<file path="config.mk">
export PLATFORM = sky130hd
export DESIGN_NAME = irq_ctrl_multi_flat
export DESIGN_NICKNAME = d
export VERILOG_FILES = /design/src/rtl/irq_ctrl_multi_if.sv /design/src/rtl/irq_ctrl_multi.sv /design/src/flat_wrapper.sv
export SDC_FILE = /design/constraint.sdc
export NUM_CORES = 1
export LEC_CHECK = 0
export ABC_AREA = 1
export CAP_MARGIN = 40
export CORE_MARGIN = 8
export CORE_UTILIZATION = 40
export DETAILED_ROUTE_END_ITERATION = 8
export PLACE_DENSITY_LB_ADDON = 0.2
export SYNTH_ARGS = -nofsm -noshare
export SYNTH_HDL_FRONTEND = slang
export SYNTH_SLANG_ARGS = --single-unit
export TNS_END_PERCENT = 10
</file>
<file path="constraint.sdc">
create_clock -name clk -period 2.5 [get_ports clk]
set_input_delay 0.375 -clock clk [delete_from_list [all_inputs] [get_ports clk]]
set_output_delay 0.375 -clock clk [all_outputs]
set_load 0.005 [all_outputs]
</file>
<file path="src/rtl/irq_ctrl_multi_if.sv">
// irq_ctrl_multi_if: CPU/config-side bundle of the multi-channel interrupt controller
interface irq_ctrl_multi_if #(
  parameter int NUM_IRQ = 8,
  parameter int ID_W = 3
);
  logic [NUM_IRQ-1:0] irq_in;
  logic               csr_meie;
  logic               cfg_we;
  logic [1:0]         cfg_addr;
  logic [NUM_IRQ-1:0] cfg_wdata;
  logic [NUM_IRQ-1:0] cfg_rdata;
  logic               claim;
  logic               complete;
  logic [ID_W-1:0]    complete_id;
  logic               g_interrupt;
  logic [ID_W-1:0]    irq_id;
  modport master (
    output irq_in, csr_meie, cfg_we, cfg_addr, cfg_wdata, claim, complete, complete_id,
    input  cfg_rdata, g_interrupt, irq_id
  );
  modport slave (
    input  irq_in, csr_meie, cfg_we, cfg_addr, cfg_wdata, claim, complete, complete_id,
    output cfg_rdata, g_interrupt, irq_id
  );
endinterface

</file>
<file path="src/rtl/irq_ctrl_multi.sv">
// irq_ctrl_multi: synchronised edge/level interrupt sources, fixed priority, claim/complete tracking
module irq_ctrl_multi #(
  parameter int NUM_IRQ = 8,
  parameter int SYNC_STAGES = 2,
  parameter int ID_W = 3
) (
  input logic clk,
  input logic rst,
  irq_ctrl_multi_if.slave bus
);
  logic [SYNC_STAGES-1:0][NUM_IRQ-1:0] r_sync;
  logic [NUM_IRQ-1:0] r_hist, r_en, r_mode, r_pend, r_insvc;
  logic               r_g_int;
  logic [ID_W-1:0]    r_id;
  logic [NUM_IRQ-1:0] w_sync, w_active, w_claim_vec, w_cmp_vec, w_w1c, w_to_edge, w_pend_nxt;
  logic               w_acc, w_wr_en, w_wr_mode, w_wr_pend;
  logic [ID_W-1:0]    w_id;

  assign w_sync    = r_sync[SYNC_STAGES-1];
  assign w_acc     = bus.claim & r_g_int;
  assign w_wr_en   = bus.cfg_we & (bus.cfg_addr == 2'd0);
  assign w_wr_mode = bus.cfg_we & (bus.cfg_addr == 2'd1);
  assign w_wr_pend = bus.cfg_we & (bus.cfg_addr == 2'd2);
  assign w_active  = r_pend & r_en & ~r_insvc;
  // IDs at or above NUM_IRQ shift out of the vector, so they complete nothing
  assign w_claim_vec = w_acc ? NUM_IRQ'(1) << r_id : '0;
  assign w_cmp_vec   = bus.complete ? NUM_IRQ'(1) << bus.complete_id : '0;
  assign w_w1c       = w_wr_pend ? bus.cfg_wdata : '0;
  assign w_to_edge   = w_wr_mode ? bus.cfg_wdata & ~r_mode : '0;
  // edge channels latch rising edges (set beats clear); level channels mirror sync; level->edge starts clean
  assign w_pend_nxt  = ~w_to_edge & ((r_mode & ((w_sync & ~r_hist) | (r_pend & ~(w_w1c | w_claim_vec))))
                                     | (~r_mode & w_sync));

  // lowest active index wins
  always_comb begin
    w_id = '0;
    for (int k = NUM_IRQ - 1; k >= 0; k--) if (w_active[k]) w_id = ID_W'(k);
  end

  // combinational register readback
  always_comb begin
    bus.cfg_rdata = bus.cfg_addr == 2'd0 ? r_en :
                    bus.cfg_addr == 2'd1 ? r_mode :
                    bus.cfg_addr == 2'd2 ? r_pend : r_insvc;
  end

  // synchronisers, channel state and the registered request to the core
  always_ff @(posedge clk or posedge rst) begin
    if (rst) begin
      r_sync  <= '0;
      r_hist  <= '0;
      r_en    <= '0;
      r_mode  <= '0;
      r_pend  <= '0;
      r_insvc <= '0;
      r_g_int <= 1'b0;
      r_id    <= '0;
    end else begin
      r_sync  <= {r_sync[SYNC_STAGES-2:0], bus.irq_in};
      r_hist  <= w_sync;
      r_en    <= w_wr_en ? bus.cfg_wdata : r_en;
      r_mode  <= w_wr_mode ? bus.cfg_wdata : r_mode;
      r_pend  <= w_pend_nxt;
      r_insvc <= (r_insvc & ~w_cmp_vec) | w_claim_vec;
      r_g_int <= bus.csr_meie & |w_active;
      r_id    <= w_id;
    end
  end

  assign bus.g_interrupt = r_g_int;
  assign bus.irq_id      = r_id;
endmodule

</file>
<file path="src/flat_wrapper.sv">
// flat-port wrapper written by rule: the top's interface ports become plain ports
module irq_ctrl_multi_flat 
#(
  parameter int NUM_IRQ = 8,
  parameter int SYNC_STAGES = 2,
  parameter int ID_W = 3
)
  (clk, rst, bus_irq_in, bus_csr_meie, bus_cfg_we, bus_cfg_addr, bus_cfg_wdata, bus_claim, bus_complete, bus_complete_id, bus_cfg_rdata, bus_g_interrupt, bus_irq_id);
  irq_ctrl_multi_if #(.NUM_IRQ(NUM_IRQ), .ID_W(ID_W)) bus_i ();
  input logic clk;
  input logic rst;
  input wire logic [$bits(bus_i.irq_in)-1:0] bus_irq_in;
  input wire logic [$bits(bus_i.csr_meie)-1:0] bus_csr_meie;
  input wire logic [$bits(bus_i.cfg_we)-1:0] bus_cfg_we;
  input wire logic [$bits(bus_i.cfg_addr)-1:0] bus_cfg_addr;
  input wire logic [$bits(bus_i.cfg_wdata)-1:0] bus_cfg_wdata;
  input wire logic [$bits(bus_i.claim)-1:0] bus_claim;
  input wire logic [$bits(bus_i.complete)-1:0] bus_complete;
  input wire logic [$bits(bus_i.complete_id)-1:0] bus_complete_id;
  output wire logic [$bits(bus_i.cfg_rdata)-1:0] bus_cfg_rdata;
  output wire logic [$bits(bus_i.g_interrupt)-1:0] bus_g_interrupt;
  output wire logic [$bits(bus_i.irq_id)-1:0] bus_irq_id;
  assign bus_i.irq_in = bus_irq_in;
  assign bus_i.csr_meie = bus_csr_meie;
  assign bus_i.cfg_we = bus_cfg_we;
  assign bus_i.cfg_addr = bus_cfg_addr;
  assign bus_i.cfg_wdata = bus_cfg_wdata;
  assign bus_i.claim = bus_claim;
  assign bus_i.complete = bus_complete;
  assign bus_i.complete_id = bus_complete_id;
  assign bus_cfg_rdata = bus_i.cfg_rdata;
  assign bus_g_interrupt = bus_i.g_interrupt;
  assign bus_irq_id = bus_i.irq_id;
  irq_ctrl_multi #(.NUM_IRQ(NUM_IRQ), .SYNC_STAGES(SYNC_STAGES), .ID_W(ID_W)) u_core (.clk(clk), .rst(rst), .bus(bus_i));
endmodule
</file>
==> results_dict.tcl, run 1 <==
set metrics [dict create \
    rsz0062_at_grt "false" \
    cap_violations 0 \
    fmax_mhz 418 \
    fin_crit_sh 0.956 \
    clock-root-buffer "clkbuf_8" \
    gp_congestion 0.854 \
    drcViolationCount 0 \
    slew_viol_final 0 \
    grt_pass1_vias 1918 \
    syn_avg_cell_area_um2 9.04 \
    cts_hold_buf 0 \
    cp-startpoint "bus_cfg_addr[1]" \
    hold_path_depth 0 \
    r2r_cells 5 \
    nets 356 \
    synth_nets 303 \
    antennaDiodeCount 0 \
    fin_hold_ws_ns 0.347 \
    initial_utilization 0.417 \
    min_path_type "flip-flop to flip-flop" \
    worstMarginPinSlew_ns 0.336 \
    chipHeight_um 95.0 \
    worstSkewPairLatency_ns 0.33 \
    instances_no_fill 408 \
    wl_per_cell_um 14.1 \
    finalHoldViolCount 0 \
    synth-edff-count 0 \
    drive_above_1_share 0.0901 \
    routed_wl_um 5760 \
    ir_worst_vdd_v 0.000366 \
    p_per_area_nw_per_um2 825 \
    grtUsageTotal 0.138 \
    die_x_um 95.0 \
    fp.dieArea_um2 9020 \
    core_area_um2 5990 \
    grt_pass1_wl_um 9380 \
    yosysWarningCount 0 \
    rrSetupSlack_ns 1.33 \
    yosysSeqAreaShare 0.602 \
    synth_ff_type "dfrtp_1" \
    netlist_instances 276 \
    crit_end "bus_cfg_rdata[4]" \
    slew_headroom 0.775 \
    fp-row-count 28 \
    pre_cts_slack_ns -0.0322 \
    dp.cells 392 \
    skew_ns 0.00519 \
    ys_ff_latch 60 \
    cts_tree "yes" \
    critical_path_arrival_ns 2.02 \
    viasPerCell 4.92 \
    cp.required_ns 2.12 \
    hpwlAfterDp_um 4290 \
    cp-end-kind "output port" \
    vias 2008 \
    antenna_found_initial 0 \
    port_buffers 38 \
    grt_overflow 0 \
    layout_commonest_cell "nand2_1" \
    outcome "finished clean" \
    async_flop_share 1.00 \
    grt_max_degree 61 \
    ioPinCount 39 \
    setup_viol 0 \
    regToRegStartpoint "u_core.bus.g_interrupt" \
    cts-buffers-inserted 9 \
    path_clk_slew_ns 0.06 \
    numClockSinks 60 \
    cts_buffer_depth 2 \
    syn-cell-area_um2 2500 \
    dr.pass1.iters 4 \
    htree_levels 3 \
    p_leak_nw 1.52 \
    most-common-layout-cells "83 x nand2_1, 60 x dfrtp_1, 35 x clkdlybuf4s50_1" \
    synth_cell_types 21 \
    postRouteAntennaNets 0 \
    path_max_fanout 8 \
    setup_ws_ns 0.109 \
    reg2reg_to "u_core.r_pend[0]" \
    crit_type "input pin to output port" \
    cp-start-kind "input pin" \
    post-route-min-period_ns 2.39 \
    drt_iter0_drc 173 \
    syn2layout_area_growth_pct 27.3 \
]
==> report_power, final <==
group,total [mW],internal [mW],switching (mW)
logic,0.589,0.281,0.307
registers,1.28,1.14,0.140
clock network,0.751,0.405,0.345
total,2.62,1.83,0.793
==> critical path, stage by stage <==
cell	delay [ns]
clkdlybuf4s50_1	0.53
buf_4	0.15
nand2_4	0.09
nand2_4	0.12
o221ai_1	0.11
o21ai_0	0.11
clkdlybuf4s50_1	0.54
==> cells in the mapped netlist (2+ instances only) <==
library cell / number / area share
nand2_1: 83 / 0.12
o21ai_0: 33 / 0.066
inv_2: 3 / 0.0045
inv_1: 24 / 0.036
a21oi_1: 8 / 0.016
o221ai_1: 6 / 0.021
dfrtp_1: 60 / 0.60
nand3_1: 2 / 0.0040
nand2_4: 2 / 0.0090
o21ai_1: 5 / 0.010
nand4_1: 8 / 0.020
buf_6: 2 / 0.0090
nor2_1: 31 / 0.047
nor2_4: 2 / 0.0090
==> sequential cells by signal, indices dropped and copies added, names as in the netlist <==
| signal | count |
|---|---|
| u_core.r_pend | 8 |
| u_core.r_sync | 8 |
| u_core.bus.irq_id | 3 |
| u_core.bus.g_interrupt | 1 |
| u_core.r_mode | 8 |
| u_core.r_en | 8 |
| u_core.r_insvc | 8 |
| u_core.w_sync | 8 |
| u_core.r_hist | 8 |
==> worst min path at each step <==
stage	from	endpoint	slack [ns]
floorplan	u_core.r_sync[0]	u_core.w_sync[0]	0.33
CTS	u_core.r_sync[7]	u_core.w_sync[7]	0.35
detailed placement	u_core.r_sync[7]	u_core.w_sync[7]	0.33
global route	u_core.r_sync[3]	u_core.w_sync[3]	0.35
global placement	u_core.r_sync[1]	u_core.w_sync[1]	0.33
finish	u_core.r_sync[7]	u_core.w_sync[7]	0.35
==> kinds of logic (layout without fill, tap and decap cells) <==
kind of cell	count (synthesis)	after routing	share of synthesized area
compound gates	55	55	0.122
buf+inv	30	87	0.0526
flops	60	60	0.602
mux	1	1	0.00451
simple gates	130	130	0.220
==> area by class of cell <==
type	instances	area, um^2
inverters	27	101
clock inverters	2	10.0
well taps	75	93.8
clock buffers	13	159
flip-flops and latches	60	1500
multi-input cells	186	863
repair buffers	45	449
fillers	548	2810
==> layer usage <==
metal	share of wire	vias to the layer above	global-route usage
met5	0	-	0
met1	0.46	946	0.175
met4	0.011	0	0.0767
met3	0.053	6	0.0325
li1	-	1009	-
met2	0.47	47	0.212
==> stage by stage <==
step | util | TNS (ns) | instance area, um^2 | power [mW]
3_3_place_gp | 0.500 | -0.0264 | 3000 | 1.88
5_1_grt | 0.530 | 0 | 3180 | 2.79
3_5_place_dp | 0.500 | -0.0926 | 3000 | 1.89
2_1_floorplan | - | 0 | 2500 | 1.60
6_report | 0.530 | 0 | 3180 | 2.62
4_1_cts | 0.530 | 0 | 3170 | 2.65
==> timing repair <==
item	4_1_cts	5_1_grt
setup buffers	1	0
endpoints found under the hold margin	0	0
endpoints found under the setup margin	6	2
gates resized for setup	1	2
Note: power is estimated with default switching activity, not from simulation.
==> run 2, diff against run 1 <==
--- a/config.mk
+++ b/config.mk
@@ -9,8 +9,11 @@
 export CAP_MARGIN = 40
 export CORE_MARGIN = 8
 export CORE_UTILIZATION = 40
+export CTS_BUF_LIST = sky130_fd_sc_hd__clkbuf_16
 export DETAILED_ROUTE_END_ITERATION = 8
+export GPL_TIMING_DRIVEN = 0
 export PLACE_DENSITY_LB_ADDON = 0.2
+export SKIP_LAST_GASP = 1
 export SYNTH_ARGS = -nofsm -noshare
 export SYNTH_HDL_FRONTEND = slang
 export SYNTH_SLANG_ARGS = --single-unit
==> run 2 against run 1 <==
Power is 11% higher; sequential cell count unchanged; largest cell class unchanged; critical path type unchanged; worst setup slack improved by 0.077 ns; cell area up 1.6%; wire length grew 0.33%; cell count decreased by 0.98%; clock power rose by 38%; clock skew down 0.0020 ns; count of clock-buffer cells in the layout is 4 lower.
==> results_dict.tcl, run 2 (same netlist as run 1, synthesis figures left out) <==
set metrics [dict create \
    postRouteAntennaNets 0 \
    rrSetupSlack_ns 1.35 \
    cp-end-kind "output port" \
    fp.dieArea_um2 9020 \
    dr.pass1.iters 5 \
    path_max_fanout 8 \
    grt_overflow 0 \
    cp.required_ns 2.12 \
    drcViolationCount 0 \
    reg2reg_to "u_core.r_pend[0]" \
    clock-root-buffer "clkbuf_16" \
    cap_violations 0 \
    p_per_area_nw_per_um2 901 \
    worstMarginPinSlew_ns 0.630 \
    chipHeight_um 95.0 \
    hp-start "u_core.r_sync[7]" \
    layout_commonest_cell "nand2_1" \
    htree_levels 3 \
    rsz0062_at_grt "false" \
    fin_util 0.539 \
    regToRegStartpoint "u_core.bus.g_interrupt" \
    viasPerCell 4.92 \
    multiInputGateArea_um2 863 \
    grt_max_degree 32 \
    syn2layout_area_growth_pct 29.4 \
    fp-row-count 28 \
    most-common-layout-cells "83 x nand2_1, 60 x dfrtp_1, 36 x clkdlybuf4s50_1" \
    hold_path_end "u_core.w_sync[7]" \
    fin_hold_ws_ns 0.344 \
    worstSkewPairLatency_ns 0.32 \
    slew_viol_final 0 \
    outcome "finished clean" \
    antenna_found_initial 0 \
    crit_type "input pin to output port" \
    slew_headroom 0.579 \
    cts-buffers-inserted 9 \
    cts_tree "yes" \
    initial_utilization 0.417 \
    grt_pass1_vias 2060 \
    setup_viol 0 \
    hpwlAfterDp_um 4310 \
    p_leak_nw 1.53 \
    core_area_um2 5990 \
    critical_path_arrival_ns 1.94 \
    finalHoldViolCount 0 \
    ir_worst_vdd_v 0.000436 \
    routed_wl_um 5780 \
    min_path_type "flip-flop to flip-flop" \
    post-route-min-period_ns 2.31 \
    numClockSinks 60 \
    port_buffers 37 \
    seqCellArea_um2 1500 \
    r2r_cells 5 \
    die_x_um 95.0 \
    ioPinCount 39 \
    fmax_mhz 432 \
    grt_pass1_wl_um 9800 \
    cp-start-kind "input pin" \
    gp_congestion 0.902 \
    vias 1986 \
    skew_ns 0.00321 \
    wl_per_cell_um 14.3 \
    cts_buffer_depth 2 \
    drt_iter0_drc 123 \
    fill_cells 571 \
    grtUsageTotal 0.142 \
    nets 352 \
    drive_above_1_share 0.0760 \
    postCtsSetupRepairBufs 0 \
    hold_path_depth 0 \
    antennaDiodeCount 0 \
    fin_crit_sh 0.926 \
    path_clk_slew_ns 0.05 \
]
## run 2: cell count changes in the layout (fill, tap and decap cells not counted), sizes merged
cell and change:
dlymetal6s2s -2, buf -3, clkbuf -4, inv +2, clkdlybuf4s50 +1, clkinv +2
## run 2: where the power goes
group          switching, mW  internal, mW  total [mW]
combinational          0.307         0.280       0.587
clock                  0.396         0.644        1.04
sequential             0.137          1.15        1.28
total                  0.839          2.07        2.91
## run 2: worst max path at each step
| stage | from | cells past startpoint | end | slack (ns) |
|---|---|---|---|---|
| after floorplan | rst | 1 | u_core.bus.g_interrupt | 0.64 |
| after global placement | rst | 2 | u_core.r_sync[1] | -0.45 |
| after detailed placement | bus_cfg_addr[0] | 7 | bus_cfg_rdata[7] | -0.09 |
| after CTS | bus_cfg_addr[0] | 7 | bus_cfg_rdata[7] | 0.18 |
| after global routing | bus_cfg_addr[0] | 7 | bus_cfg_rdata[5] | 0.07 |
| final | bus_cfg_addr[0] | 7 | bus_cfg_rdata[7] | 0.19 |
## run 2: metrics by stage
stage | setup WS (ns) | power, mW | cell area [um^2] | setup TNS (ns) | cells
6_report | 0.186 | 2.91 | 3230 | 0 | 404
5_1_grt | 0.0678 | 3.10 | 3230 | 0 | 404
4_1_cts | 0.177 | 2.94 | 3230 | 0 | 404
3_5_place_dp | -0.0856 | 1.89 | 2980 | -0.305 | 389
3_3_place_gp | -0.453 | 1.87 | 2960 | -27.43 | 388
2_1_floorplan | 0.640 | 1.60 | 2500 | 0 | 276
## run 2: final cells by class
cell class              count  area share
clock buffers               9      0.0697
well taps                  75      0.0291
clock inverters             6     0.00775
flip-flops and latches     60       0.465
inverters                  27      0.0314
repair buffers             38       0.120
multi-input cells         186       0.267
plain buffers               3     0.00930
## run 2: critical path, stage by stage
cell and delay [ns]:
dlygate4sd2_1 0.32, inv_2 0.18, nand2_4 0.13, nand2_4 0.13, nor2_1 0.06, o31ai_1 0.19, clkdlybuf4s50_1 0.54
## run 2: what timing repair did
item	CTS	global route
gates resized for setup	1	0
endpoints found under the hold margin	0	0
hold buffers	0	0
endpoints found under the setup margin	6	0
## run 2: routing by layer
metal	vias to the layer above	wire length, um	global-route usage	share of wire
met5	-	0	0	0
met4	0	70	0.0806	0.012
met3	5	331	0.0278	0.057
met2	55	2720	0.224	0.47
met1	925	2660	0.180	0.46
li1	1001	-	-	-
==> run 3, diff against run 2 <==
--- a/config.mk
+++ b/config.mk
@@ -6,13 +6,14 @@
 export NUM_CORES = 1
 export LEC_CHECK = 0
 export ABC_AREA = 1
-export CAP_MARGIN = 40
+export CAP_MARGIN = 20
 export CORE_MARGIN = 8
 export CORE_UTILIZATION = 40
 export CTS_BUF_LIST = sky130_fd_sc_hd__clkbuf_16
 export DETAILED_ROUTE_END_ITERATION = 8
 export GPL_TIMING_DRIVEN = 0
 export PLACE_DENSITY_LB_ADDON = 0.2
+export REMOVE_ABC_BUFFERS = 1
 export SKIP_LAST_GASP = 1
 export SYNTH_ARGS = -nofsm -noshare
 export SYNTH_HDL_FRONTEND = slang
==> run 3 against run 2 <==
Non-clock buffer count fell by 2; largest cell class unchanged; critical path depth did not move; global-route usage rose by 0.40 points; clock skew rose by 0.0011 ns; sequential cell count did not move; combinational power barely moved; worst hold slack improved by 0.00089 ns; sequential share of layout area fell by 0.054 points; maximum frequency fell by 0.41%; worst setup slack got worse by 0.0095 ns; critical path type unchanged; cell count fell by 0.50%; register-to-register slack got worse by 0.02 ns.
==> results_dict.tcl, run 3 (same netlist as run 1, synthesis figures left out) <==
set metrics [dict create \
    cp-end-kind "output port" \
    crit_type "input pin to output port" \
    ioPinCount 39 \
    nets 350 \
    antenna_found_initial 0 \
    fin_hold_ws_ns 0.345 \
    cp-start-kind "input pin" \
    fp.dieArea_um2 9020 \
    drcViolationCount 0 \
    cts_hold_buf 0 \
    grt_overflow 0 \
    setup_viol 0 \
    dr.pass1.iters 4 \
    fin_crit_sh 0.929 \
    grt_pass1_vias 2088 \
    multiInputGateArea_um2 863 \
    place_area_um2 2960 \
    routed_wl_um 5900 \
    worstMarginPinSlew_ns 0.560 \
    outcome "finished clean" \
    most-common-layout-cells "83 x nand2_1, 60 x dfrtp_1, 36 x clkdlybuf4s50_1" \
    instances_no_fill 402 \
    fmax_mhz 430 \
    rsz0062_at_grt "false" \
    min_path_type "flip-flop to flip-flop" \
    skew_ns 0.00432 \
    slew_headroom 0.625 \
    chipHeight_um 95.0 \
    final_area_um2 3230 \
    numClockSinks 60 \
    hpwlAfterDp_um 4280 \
    wl_per_cell_um 14.7 \
    cts_buffer_depth 2 \
    seqCellArea_um2 1500 \
    dp.cells 387 \
    finalHoldViolCount 0 \
    viasPerCell 5.13 \
    clock-root-buffer "clkbuf_16" \
    grtUsageTotal 0.146 \
    grt_max_degree 39 \
    p_per_area_nw_per_um2 928 \
    drt_iter0_drc 127 \
    grt_pass1_wl_um 10000 \
    htree_levels 3 \
    slew_viol_final 0 \
    fp-row-count 28 \
    postRouteAntennaNets 0 \
    total_power_mw 3.00 \
    gp_congestion 0.865 \
    worstSkewPairLatency_ns 0.32 \
    layout_commonest_cell "nand2_1" \
    p_leak_nw 1.52 \
    port_buffers 38 \
    core_area_um2 5990 \
    cp.required_ns 2.12 \
    critical_path_arrival_ns 1.95 \
    initial_utilization 0.417 \
    postCtsSetupRepairBufs 0 \
    path_clk_slew_ns 0.05 \
    pre_cts_slack_ns -0.188 \
    cts-buffers-inserted 9 \
    vias 2064 \
    post-route-min-period_ns 2.32 \
    ir_worst_vdd_v 0.000512 \
    cap_violations 0 \
    setup_ws_ns 0.177 \
    cts_tree "yes" \
    fill_cells 549 \
    die_x_um 95.0 \
    antennaDiodeCount 0 \
    path_max_fanout 8 \
    syn2layout_area_growth_pct 29.5 \
    drive_above_1_share 0.0673 \
]
## run 3: cell types whose count changed in the layout (fill, tap and decap cells not counted), sizes merged
cell,before,now
bufinv,0,1
clkinv,4,3
buf,4,1
clkbuf,9,10
## run 3: metal layers
metal	global-route usage	up-vias	share of wire	wire (um)
li1	-	998	-	-
met1	0.179	994	0.43	2520
met2	0.230	60	0.48	2840
met3	0.0397	12	0.072	427
met4	0.0806	0	0.019	114
met5	0	-	0	0
## run 3: final cells by class
| type | instances | share of cell area |
|---|---|---|
| repair buffers | 39 | 0.122 |
| well taps | 75 | 0.0290 |
| clock inverters | 6 | 0.0151 |
| clock buffers | 9 | 0.0697 |
| multi-input cells | 186 | 0.267 |
| flip-flops and latches | 60 | 0.464 |
| inverters | 27 | 0.0329 |
## run 3: where the power goes
part           internal (mW)  total [mW]  switching (mW)  leakage [nW]
Sequential              1.15        1.28           0.137         0.713
Combinational          0.277       0.586           0.309         0.670
Clock                  0.745        1.13           0.385         0.140
## run 3: stage by stage
stage | setup TNS, ns | utilization
floorplan | 0 | -
global placement | -27.81 | 0.491
detailed placement | -1.26 | 0.494
CTS | 0 | 0.540
global route | 0 | 0.540
finish | 0 | 0.540
## run 3: critical path, stage by stage
cell and delay (ns):
dlygate4sd2_1 0.40, inv_4 0.12, nand2_4 0.16, nand2_4 0.11
o221ai_1 0.15, o21ai_0 0.15, clkdlybuf4s50_1 0.48
## run 3: path summary, 6_finish.rpt
kind | start | cells past startpoint | slack, ns | end
min in group asynchronous | rst | 2 | 0.41 | u_core.w_sync[0]
max | bus_cfg_addr[0] | 7 | 0.18 | bus_cfg_rdata[5]
max in group asynchronous | rst | 3 | 1.52 | u_core.r_hist[5]
min | u_core.r_sync[4] | 0 | 0.35 | u_core.w_sync[4]
min reg2reg | u_core.r_sync[4] | 0 | 0.35 | u_core.w_sync[4]
max reg2reg | u_core.bus.g_interrupt | 5 | 1.33 | u_core.r_pend[0]
## run 3: timing repair
action                     CTS  global route
resized for setup            3             3
gates cloned                 0             0
setup endpoints to repair    8             5
